`src/rtl/aes_pkg.sv`:
```
// Shared AES datapath constants and the ShiftRows / InvShiftRows byte permutation.
// State byte k sits at bits [8k+7:8k]; row = k/4, column = k%4.
package aes_pkg;

    localparam int STATE_W = 128;
    localparam int BYTE_W  = 8;

    function automatic int byte_off(input int row, input int col);
        return ((4 * row) + col) * BYTE_W;
    endfunction

    // Row r rotates left by r for encrypt, right by r for decrypt; row 0 is fixed.
    function automatic logic [STATE_W-1:0] shift_rows(input logic [STATE_W-1:0] state,
                                                      input logic               inv);
        logic [STATE_W-1:0] res;
        int                 src_col;
        res = '0;
        for (int r = 0; r < 4; r++) begin
            for (int c = 0; c < 4; c++) begin
                src_col = inv ? ((c - r + 4) % 4) : ((c + r) % 4);
                res[byte_off(r, c) +: BYTE_W] = state[byte_off(r, src_col) +: BYTE_W];
            end
        end
        return res;
    endfunction

endpackage

```
`src/rtl/shift_rows_stage.sv`:
```
// One valid/ready register slice carrying {valid, data, tag}.
// Latency 1 cycle; ready = empty or downstream ready, so a full chain stalls combinationally.
module shift_rows_stage
    import aes_pkg::*;
#(
    parameter int TAG_W = 4
) (
    input  logic               clk,
    input  logic               rst,
    input  logic               flush,
    input  logic               up_valid_i,
    output logic               up_ready_o,
    input  logic [STATE_W-1:0] up_data_i,
    input  logic [TAG_W-1:0]   up_tag_i,
    output logic               dn_valid_o,
    input  logic               dn_ready_i,
    output logic [STATE_W-1:0] dn_data_o,
    output logic [TAG_W-1:0]   dn_tag_o
);

    logic               valid_q, valid_d;
    logic [STATE_W-1:0] data_q, data_d;
    logic [TAG_W-1:0]   tag_q, tag_d;

    assign up_ready_o = !valid_q || dn_ready_i;

    // Payload only moves with a real beat, keeping the output stable while stalled.
    always_comb begin
        valid_d = valid_q;
        data_d  = data_q;
        tag_d   = tag_q;
        if (flush) begin
            valid_d = 1'b0;
        end else if (up_ready_o) begin
            valid_d = up_valid_i;
            if (up_valid_i) begin
                data_d = up_data_i;
                tag_d  = up_tag_i;
            end
        end
    end

    always_ff @(posedge clk or posedge rst) begin
        if (rst) begin
            valid_q <= 1'b0;
            data_q  <= '0;
            tag_q   <= '0;
        end else begin
            valid_q <= valid_d;
            data_q  <= data_d;
            tag_q   <= tag_d;
        end
    end

    assign dn_valid_o = valid_q;
    assign dn_data_o  = data_q;
    assign dn_tag_o   = tag_q;

endmodule

```
`src/rtl/shift_rows_pipe.sv`:
```
// ShiftRows/InvShiftRows (per-beat select) followed by a STAGES-deep valid/ready pipeline.
// Latency STAGES cycles; combinational ready chain, full throughput, synchronous flush.
module shift_rows_pipe
    import aes_pkg::*;
#(
    parameter int STAGES = 2,
    parameter int TAG_W  = 4
) (
    input  logic               clk,
    input  logic               rst,
    input  logic               flush,
    input  logic               in_valid,
    output logic               in_ready,
    input  logic [STATE_W-1:0] in_data,
    input  logic               in_inv,
    input  logic [TAG_W-1:0]   in_tag,
    output logic               out_valid,
    input  logic               out_ready,
    output logic [STATE_W-1:0] out_data,
    output logic [TAG_W-1:0]   out_tag,
    output logic [2:0]         occupancy
);

    // Index 0 is the transformed input; index i is the output of stage i.
    logic [STAGES:0]              stg_vld;
    logic [STAGES:0]              stg_rdy;
    logic [STAGES:0][STATE_W-1:0] stg_dat;
    logic [STAGES:0][TAG_W-1:0]   stg_tag;
    logic [2:0]                   occ_cnt;

    assign stg_vld[0]      = in_valid && !flush;
    assign stg_dat[0]      = shift_rows(in_data, in_inv);
    assign stg_tag[0]      = in_tag;
    assign stg_rdy[STAGES] = out_ready;

    for (genvar g = 0; g < STAGES; g++) begin : g_stage
        shift_rows_stage #(
            .TAG_W (TAG_W)
        ) u_stage (
            .clk        (clk),
            .rst        (rst),
            .flush      (flush),
            .up_valid_i (stg_vld[g]),
            .up_ready_o (stg_rdy[g]),
            .up_data_i  (stg_dat[g]),
            .up_tag_i   (stg_tag[g]),
            .dn_valid_o (stg_vld[g+1]),
            .dn_ready_i (stg_rdy[g+1]),
            .dn_data_o  (stg_dat[g+1]),
            .dn_tag_o   (stg_tag[g+1])
        );
    end

    always_comb begin
        occ_cnt = '0;
        for (int i = 1; i <= STAGES; i++) begin
            occ_cnt = occ_cnt + {2'b00, stg_vld[i]};
        end
    end

    assign in_ready  = stg_rdy[0] && !flush;
    assign out_valid = stg_vld[STAGES];
    assign out_data  = stg_dat[STAGES];
    assign out_tag   = stg_tag[STAGES];
    assign occupancy = occ_cnt;

endmodule

```
`config.mk`:
```
export PLATFORM = sky130hd
export DESIGN_NAME = shift_rows_pipe
export DESIGN_NICKNAME = d
export VERILOG_FILES = /design/src/rtl/aes_pkg.sv /design/src/rtl/shift_rows_stage.sv /design/src/rtl/shift_rows_pipe.sv
export SDC_FILE = /design/constraint.sdc
export NUM_CORES = 1
export LEC_CHECK = 0
export CAP_MARGIN = 10
export CELL_PAD_IN_SITES_DETAIL_PLACEMENT = 0
export CELL_PAD_IN_SITES_GLOBAL_PLACEMENT = 2
export CORE_MARGIN = 4
export CORE_UTILIZATION = 35
export DETAILED_ROUTE_END_ITERATION = 7
export DONT_BUFFER_PORTS = 1
export PLACE_DENSITY_LB_ADDON = 0.25
export SLEW_MARGIN = 20
export SYNTH_ARGS = -nofsm -noshare
export SYNTH_HDL_FRONTEND = slang
export SYNTH_HIERARCHICAL = 1
export SYNTH_SLANG_ARGS = --single-unit
```
`constraint.sdc`:
```
create_clock -name clk -period 4.7 [get_ports clk]
set_clock_uncertainty 0.1 [all_clocks]
set_input_delay 0.94 -clock clk [delete_from_list [all_inputs] [get_ports clk]]
set_output_delay 0.94 -clock clk [all_outputs]
set_load 0.02 [all_outputs]
```
==> impl_metrics.json, run 1 <==
{
  "antenna_found_initial": 6,
  "yosys.area.top_type": "dfrtp_1",
  "synthXorXnorAreaFrac_pct": 0,
  "drtPass1Iterations": 4,
  "drive_above_1_share_pct": 34.3,
  "portBuffers": 0,
  "cts.sinks": 266,
  "critPathArrivalTime_ns": 2.05,
  "drc": 0,
  "wl_mm": 24.1,
  "tightest_slew_ns": 0.990,
  "die_height_um": 186,
  "cts_tree": "yes",
  "yosys.area_share.simple_pct": 0.588,
  "timing.critical_path.from": "g_stage[1].u_stage/dn_valid_o$_DFFE_PP0P_",
  "area_growth_pct": 11.0,
  "cts-htree-levels": 1,
  "worstSetupPathType": "register to output pin",
  "clock_latency_ns": 0.54,
  "hold_path.class": "input port to asynchronous set/reset pin",
  "max_stage_delay_ns": 0.49,
  "p_clk_share_pct": 33.0,
  "die_w_um": 186,
  "place_congestion": 0.742,
  "drv_cap": 0,
  "synthCells": 646,
  "cp_max_fo": 3,
  "routed-via-count": 5332,
  "wl_per_cell_um": 22.5,
  "r2r-start": "g_stage[1].u_stage/dn_valid_o$_DFFE_PP0P_",
  "fill_cells": 2825,
  "core_sq_um": 30900,
  "startpoint_type": "register",
  "grt_pass1_wl_mm": 36.8,
  "clock-root-buffer": "clkbuf_16",
  "viasPerCell": 4.97,
  "grt_max_degree": 77,
  "switching_share_pct": 30.8,
  "combPwrFrac_pct": 10.2,
  "switchingPower_uw": 2110,
  "num-nets-final": 792,
  "worst-endpoint-required_ns": 3.66,
  "post_cts.repair.setup_buffers": 0,
  "finalCriticalPeriod_ns": 3.09,
  "seq_power_share_pct": 56.8,
  "synthAdderAreaFrac_pct": 0.113,
  "initial_core_util_pct": 35.8,
  "worstRegToRegCells": 6,
  "place_hpwl_mm": 16.1,
  "clk_path_buf_depth": 3,
  "drv_slew": 0,
  "dr_wl_met2_mm": 11.6,
  "rows": 64,
  "multi_input_area_sq_um": 4010,
  "gr-usage-all-layers_pct": 13.6,
  "seq_area_frac_synth_pct": 60.2,
  "ys_ff_latch": 266,
  "vdd_ir_drop_max_mv": 0.281,
  "min_period_over_period_pct": 65.6,
  "rrSetupSlack_ns": 2.09,
  "p_total_uw": 6850,
  "slowest_stage": "dfrtp_1",
  "cp_common_cell": "nor2b_1",
  "grt_pass1_vias": 6159,
  "setup-tns-final_ns": 0,
  "syn-cell-area_sq_um": 11100,
  "cts_resized": 0,
  "status": "finished clean",
  "cp_cell_sequence": "nor2b_1 > inv_1 > nor2b_1 > inv_1 > nor2b_1",
  "hold_viol": 0,
  "power_density_nw_per_um2": 558,
  "synth_compound_area_share_pct": 0,
  "postRouteAntennaNets": 0,
  "routed.top_layer": "met5",
  "yosysWarnings": 6,
  "yosysTopAreaCellShare_pct": 60.2,
  "synth.distinct_cells": 14,
  "clk_pin_slew_ns": 0.05,
  "wl_met3_mm": 2.76,
  "setup_violations": 0,
  "synth_top_family_by_area": "multiplexers",
  "synthMuxAreaShare_pct": 35.4,
  "reg2reg_to": "g_stage[0].u_stage/dn_data_o[96]$_DFFE_PP0P_",
  "grt_overflow": 0,
  "syn_area_per_cell_sq_um": 17.1,
  "regArea_sq_um": 6660,
  "synth.area.top_cells": "dfrtp_1 60%, mux2_1 16%, mux2_2 11%",
  "rsz0062_at_grt": "no",
  "p_leak_uw": 0.00537,
  "cts_made_buffers": 30,
  "m1WireLength_mm": 9.00,
  "fmax_ghz": 0.324,
  "cp-end-kind": "output pin",
  "boundaryPins": 275,
  "p_int_uw": 4740,
  "die_area_sq_um": 34500,
  "syn-num-nets": 785,
  "cts_hold_buf": 0,
  "drt_iter0_drc": 145,
  "slew_headroom_pct": 34.0
}
[through the flow]
step / setup WS, ns / utilization (%) / area, sq um / hold WS (ns) / cells
5_1_grt: 1.49 / 39.7 / 12300 / 0.258 / 1073
3_3_place_gp: 1.72 / 36.5 / 11300 / 0.362 / 1017
2_1_floorplan: 0.106 / - / 11100 / 0.354 / 646
4_1_cts: 1.58 / 39.7 / 12300 / 0.243 / 1070
6_report: 1.61 / 39.7 / 12300 / 0.233 / 1073
3_5_place_dp: 1.65 / 36.5 / 11300 / 0.369 / 1017
[power by group through the flow]
stage	clock network, uW	logic, uW	registers, uW
after floorplan	0	647	3730
after global placement	0	673	3940
after detailed placement	0	719	3960
after CTS	2350	720	3920
after global routing	2440	793	3990
final	2260	699	3890
[critical path: cells and delay by family (launching register included)]
family,cells,cell delay (ns)
buf+inv,2,0.15
flops,1,0.49
simple gates,3,0.87
[cell families (layout without fill, tap and decap cells)]
logic type | Yosys count | in the layout
other | 1 | 4
adder cells (fa/ha/maj) | 1 | 1
buffers and inverters | 40 | 68
multiplexers | 328 | 328
AND/OR/NAND/NOR | 10 | 10
flip-flops | 266 | 266
[how the worst max path moves through the flow]
| stage | end | slack (ns) | cells after the start |
|---|---|---|---|
| after detailed placement | g_stage[0].u_stage/dn_data_o[114]$_DFFE_PP0P_ | 1.65 | 6 |
| after global routing | in_ready | 1.49 | 5 |
| after global placement | g_stage[0].u_stage/dn_data_o[97]$_DFFE_PP0P_ | 1.72 | 6 |
| after floorplan | g_stage[0].u_stage/dn_data_o[0]$_DFFE_PP0P_ | 0.11 | 1 |
| final | in_ready | 1.61 | 5 |
| after CTS | in_ready | 1.58 | 5 |
[per-layer routing]
| layer | track usage [%] | vias to the layer above |
|---|---|---|
| met5 | 0 | - |
| met4 | 3.96 | 6 |
| met3 | 6.61 | 52 |
| met2 | 22.9 | 205 |
| met1 | 15.4 | 2764 |
| li1 | - | 2305 |
[cells in the final DEF (no fill, tap or decap)]
cell	instances
buf_12	2
buf_4	9
bufinv_16	1
clkbuf_1	5
clkbuf_16	31
clkbuf_8	7
clkinv_2	6
clkinv_4	1
clkinvlp_4	2
conb_1	1
dfrtp_1	266
diode_2	3
ha_1	1
inv_1	2
inv_6	2
mux2_1	160
mux2_2	108
mux2_4	60
nor2_1	4
nor2b_1	4
nor3b_4	2
[state kept, by name, indices dropped and copies added (netlist names)]
signal	cells
g_stage.u_stage/dn_valid_o	2
g_stage.u_stage/dn_data_o	256
g_stage.u_stage/dn_tag_o	8
[cell usage after synthesis]
library cell	count
buf_6	19
dfrtp_1	266
nor2b_1	4
mux2_2	108
nor3b_2	2
buf_2	10
inv_1	4
buf_12	6
nor2_1	4
conb_1	1
ha_1	1
buf_4	1
mux2_4	60
mux2_1	160
[area by class of cell]
| cell class | count | share of cell area (%) |
|---|---|---|
| Antenna cell | 3 | 0.0611 |
| Sequential cell | 266 | 54.2 |
| Tap cell | 396 | 4.04 |
| Clock buffer | 43 | 7.25 |
| Multi-Input combinational cell | 340 | 32.7 |
| Clock inverter | 10 | 0.683 |
| Timing Repair Buffer | 11 | 0.876 |
| Inverter | 4 | 0.204 |
(Power assumes the default switching activity.)
==> inputs of run 2 (changes only) <==
clock period = 2.65 ns   (was 4.7 ns; I/O delays follow)
==> run 2 against run 1 <==
  * Final cell count is 3.0% higher
  * Non-clock buffer count is 33 higher
  * Via count grew 1.3%
  * Die area did not move
  * Critical path depth stayed put
  * Count of clock-buffer cells in the layout increased by 3
  * Wire length is 2.1% lower
  * Design area increased by 3.4%
  * Critical endpoint unchanged
  * Clock power grew 81%
  * Sequential cell count did not move
==> impl_metrics.json, run 2 (synthesized netlist as in run 1, its figures left out) <==
{
  "status": "finished clean",
  "setup_violations": 0,
  "place_congestion": 0.751,
  "fill_cells": 2811,
  "drv_cap": 0,
  "gr-usage-all-layers_pct": 13.3,
  "min_period_over_period_pct": 93.5,
  "worst-endpoint-required_ns": 2.02,
  "post_cts.repair.setup_buffers": 0,
  "cts_made_buffers": 30,
  "postRouteAntennaNets": 0,
  "initial_core_util_pct": 35.8,
  "startpoint_type": "register",
  "drc": 0,
  "drt_iter0_drc": 188,
  "tightest_slew_ns": 0.774,
  "routed-via-count": 5401,
  "wl_mm": 23.6,
  "die_w_um": 186,
  "fmax_ghz": 0.403,
  "cp-end-kind": "output pin",
  "num-nets-final": 825,
  "hold_path.class": "input port to register",
  "rrSetupSlack_ns": 0.40,
  "largest_register_ffs": 256,
  "grt_use_met1_pct": 15.7,
  "grt_pass1_vias": 6129,
  "grt_overflow": 0,
  "die_area_sq_um": 34500,
  "core_sq_um": 30900,
  "placed_area_sq_um": 11400,
  "grt_max_degree": 79,
  "cts.sinks": 266,
  "critPathArrivalTime_ns": 1.85,
  "drive_above_1_share_pct": 33.1,
  "grtUsageMet2_pct": 21.4,
  "cp_max_fo": 3,
  "setup-tns-final_ns": 0,
  "clk_pin_slew_ns": 0.06,
  "layout_common_cells": "266 x dfrtp_1, 160 x mux2_1, 108 x mux2_2, 60 x mux2_4, 33 x dlygate4sd3_1",
  "clk_path_buf_depth": 3,
  "grt_pass1_wl_mm": 36.2,
  "fin_ws_ns": 0.171,
  "n_antenna_cell": 0,
  "place_ws_ns": 0.386,
  "drv_slew": 0,
  "area_growth_pct": 14.8,
  "p_total_uw": 12300,
  "timing.critical_path.from": "g_stage[1].u_stage/dn_valid_o$_DFFE_PP0P_",
  "use_met3_pct": 6.84,
  "cts_tree": "yes",
  "clock-root-buffer": "clkbuf_16",
  "viasPerCell": 4.89,
  "whs_path_depth": 1,
  "final_common_cell": "dfrtp_1",
  "slew_headroom_pct": 48.4,
  "finalCriticalPeriod_ns": 2.48,
  "cts-htree-levels": 1,
  "holdCritStartpoint": "in_data[78]",
  "rows": 64,
  "boundaryPins": 275,
  "busiest_layer": "met2",
  "worstSetupPathType": "register to output pin",
  "r2r-start": "g_stage[1].u_stage/dn_valid_o$_DFFE_PP0P_",
  "worstRegToRegCells": 7,
  "wl_per_cell_um": 21.4,
  "postLayoutCellArea_sq_um": 12700,
  "drtPass1Iterations": 4,
  "vdd_ir_drop_max_mv": 0.515,
  "portBuffers": 0,
  "power_density_nw_per_um2": 967,
  "die_height_um": 186,
  "antenna_found_initial": 2,
  "place_hpwl_mm": 15.7,
  "clock_latency_ns": 0.54,
  "p_leak_uw": 0.00554,
  "rsz0062_at_grt": "no",
  "hold_viol": 0
}
[run 2: cell count changes in the layout (fill, tap and decap cells not counted), sizes merged]
| cell | previous run | this run |
|---|---|---|
| clkbuf | 43 | 46 |
| inv | 4 | 3 |
| dlygate4sd3 | 0 | 33 |
| diode | 3 | 0 |
[run 2: final timing paths]
path                                                                 end
max in group asynchronous   g_stage[1].u_stage/dn_data_o[52]$_DFFE_PP0P_
min in group asynchronous    g_stage[1].u_stage/dn_data_o[0]$_DFFE_PP0P_
min reg2reg                g_stage[1].u_stage/dn_data_o[107]$_DFFE_PP0P_
min                         g_stage[0].u_stage/dn_data_o[94]$_DFFE_PP0P_
max reg2reg                g_stage[0].u_stage/dn_data_o[127]$_DFFE_PP0P_
max                                                             in_ready
[run 2: per-layer routing]
metal / vias up / wire length [um] / share of wire, %
met5: - / 27 / 0.11
met4: 4 / 592 / 2.5
met1: 2777 / 9020 / 38
met3: 47 / 2950 / 13
li1: 2370 / - / -
met2: 203 / 11000 / 47
[run 2: what timing repair did]
item | in CTS | in global routing
endpoints found under the hold margin | 189 | 0
pin swaps | 0 | 0
hold buffers | 33 | 0
resized for setup | 1 | 1
endpoints found under the setup margin | 1 | 1
[run 2: critical path, cell delays in order, from the launching register on]
cell,delay [ns]
dfrtp_1,0.49
nor2b_2,0.30
inv_1,0.08
nor2b_2,0.19
inv_1,0.06
nor2b_1,0.19
[run 2: power by group]
group / total [uW] / internal, uW / switching (uW) / leakage (uW)
combinational: 1290 / 849 / 441 / 0.00184
sequential: 6900 / 5190 / 1710 / 0.00319
clock: 4080 / 2500 / 1580 / 0.000506
total: 12300 / 8540 / 3740 / 0.00554
[run 2: layout make-up]
| class | count | area, sq um | area share [%] |
|---|---|---|---|
| clock inverter | 9 | 73.8 | 0.581 |
| sequential | 266 | 6660 | 52.4 |
| tap | 396 | 495 | 3.90 |
| multi-input combinational | 340 | 4020 | 31.6 |
| inverter | 4 | 22.5 | 0.177 |
| clock buffer | 46 | 932 | 7.34 |
| timing repair buffer | 44 | 500 | 3.94 |
[run 2: through the flow]
step / util, % / instances / hold slack (ns)
floorplan: - / 646 / 0.354
global placement: 36.7 / 1017 / 0.361
detailed placement: 36.7 / 1017 / 0.370
CTS: 41.1 / 1105 / 0.000210
global route: 41.1 / 1105 / 0.00131
finish: 41.1 / 1105 / 0.0346
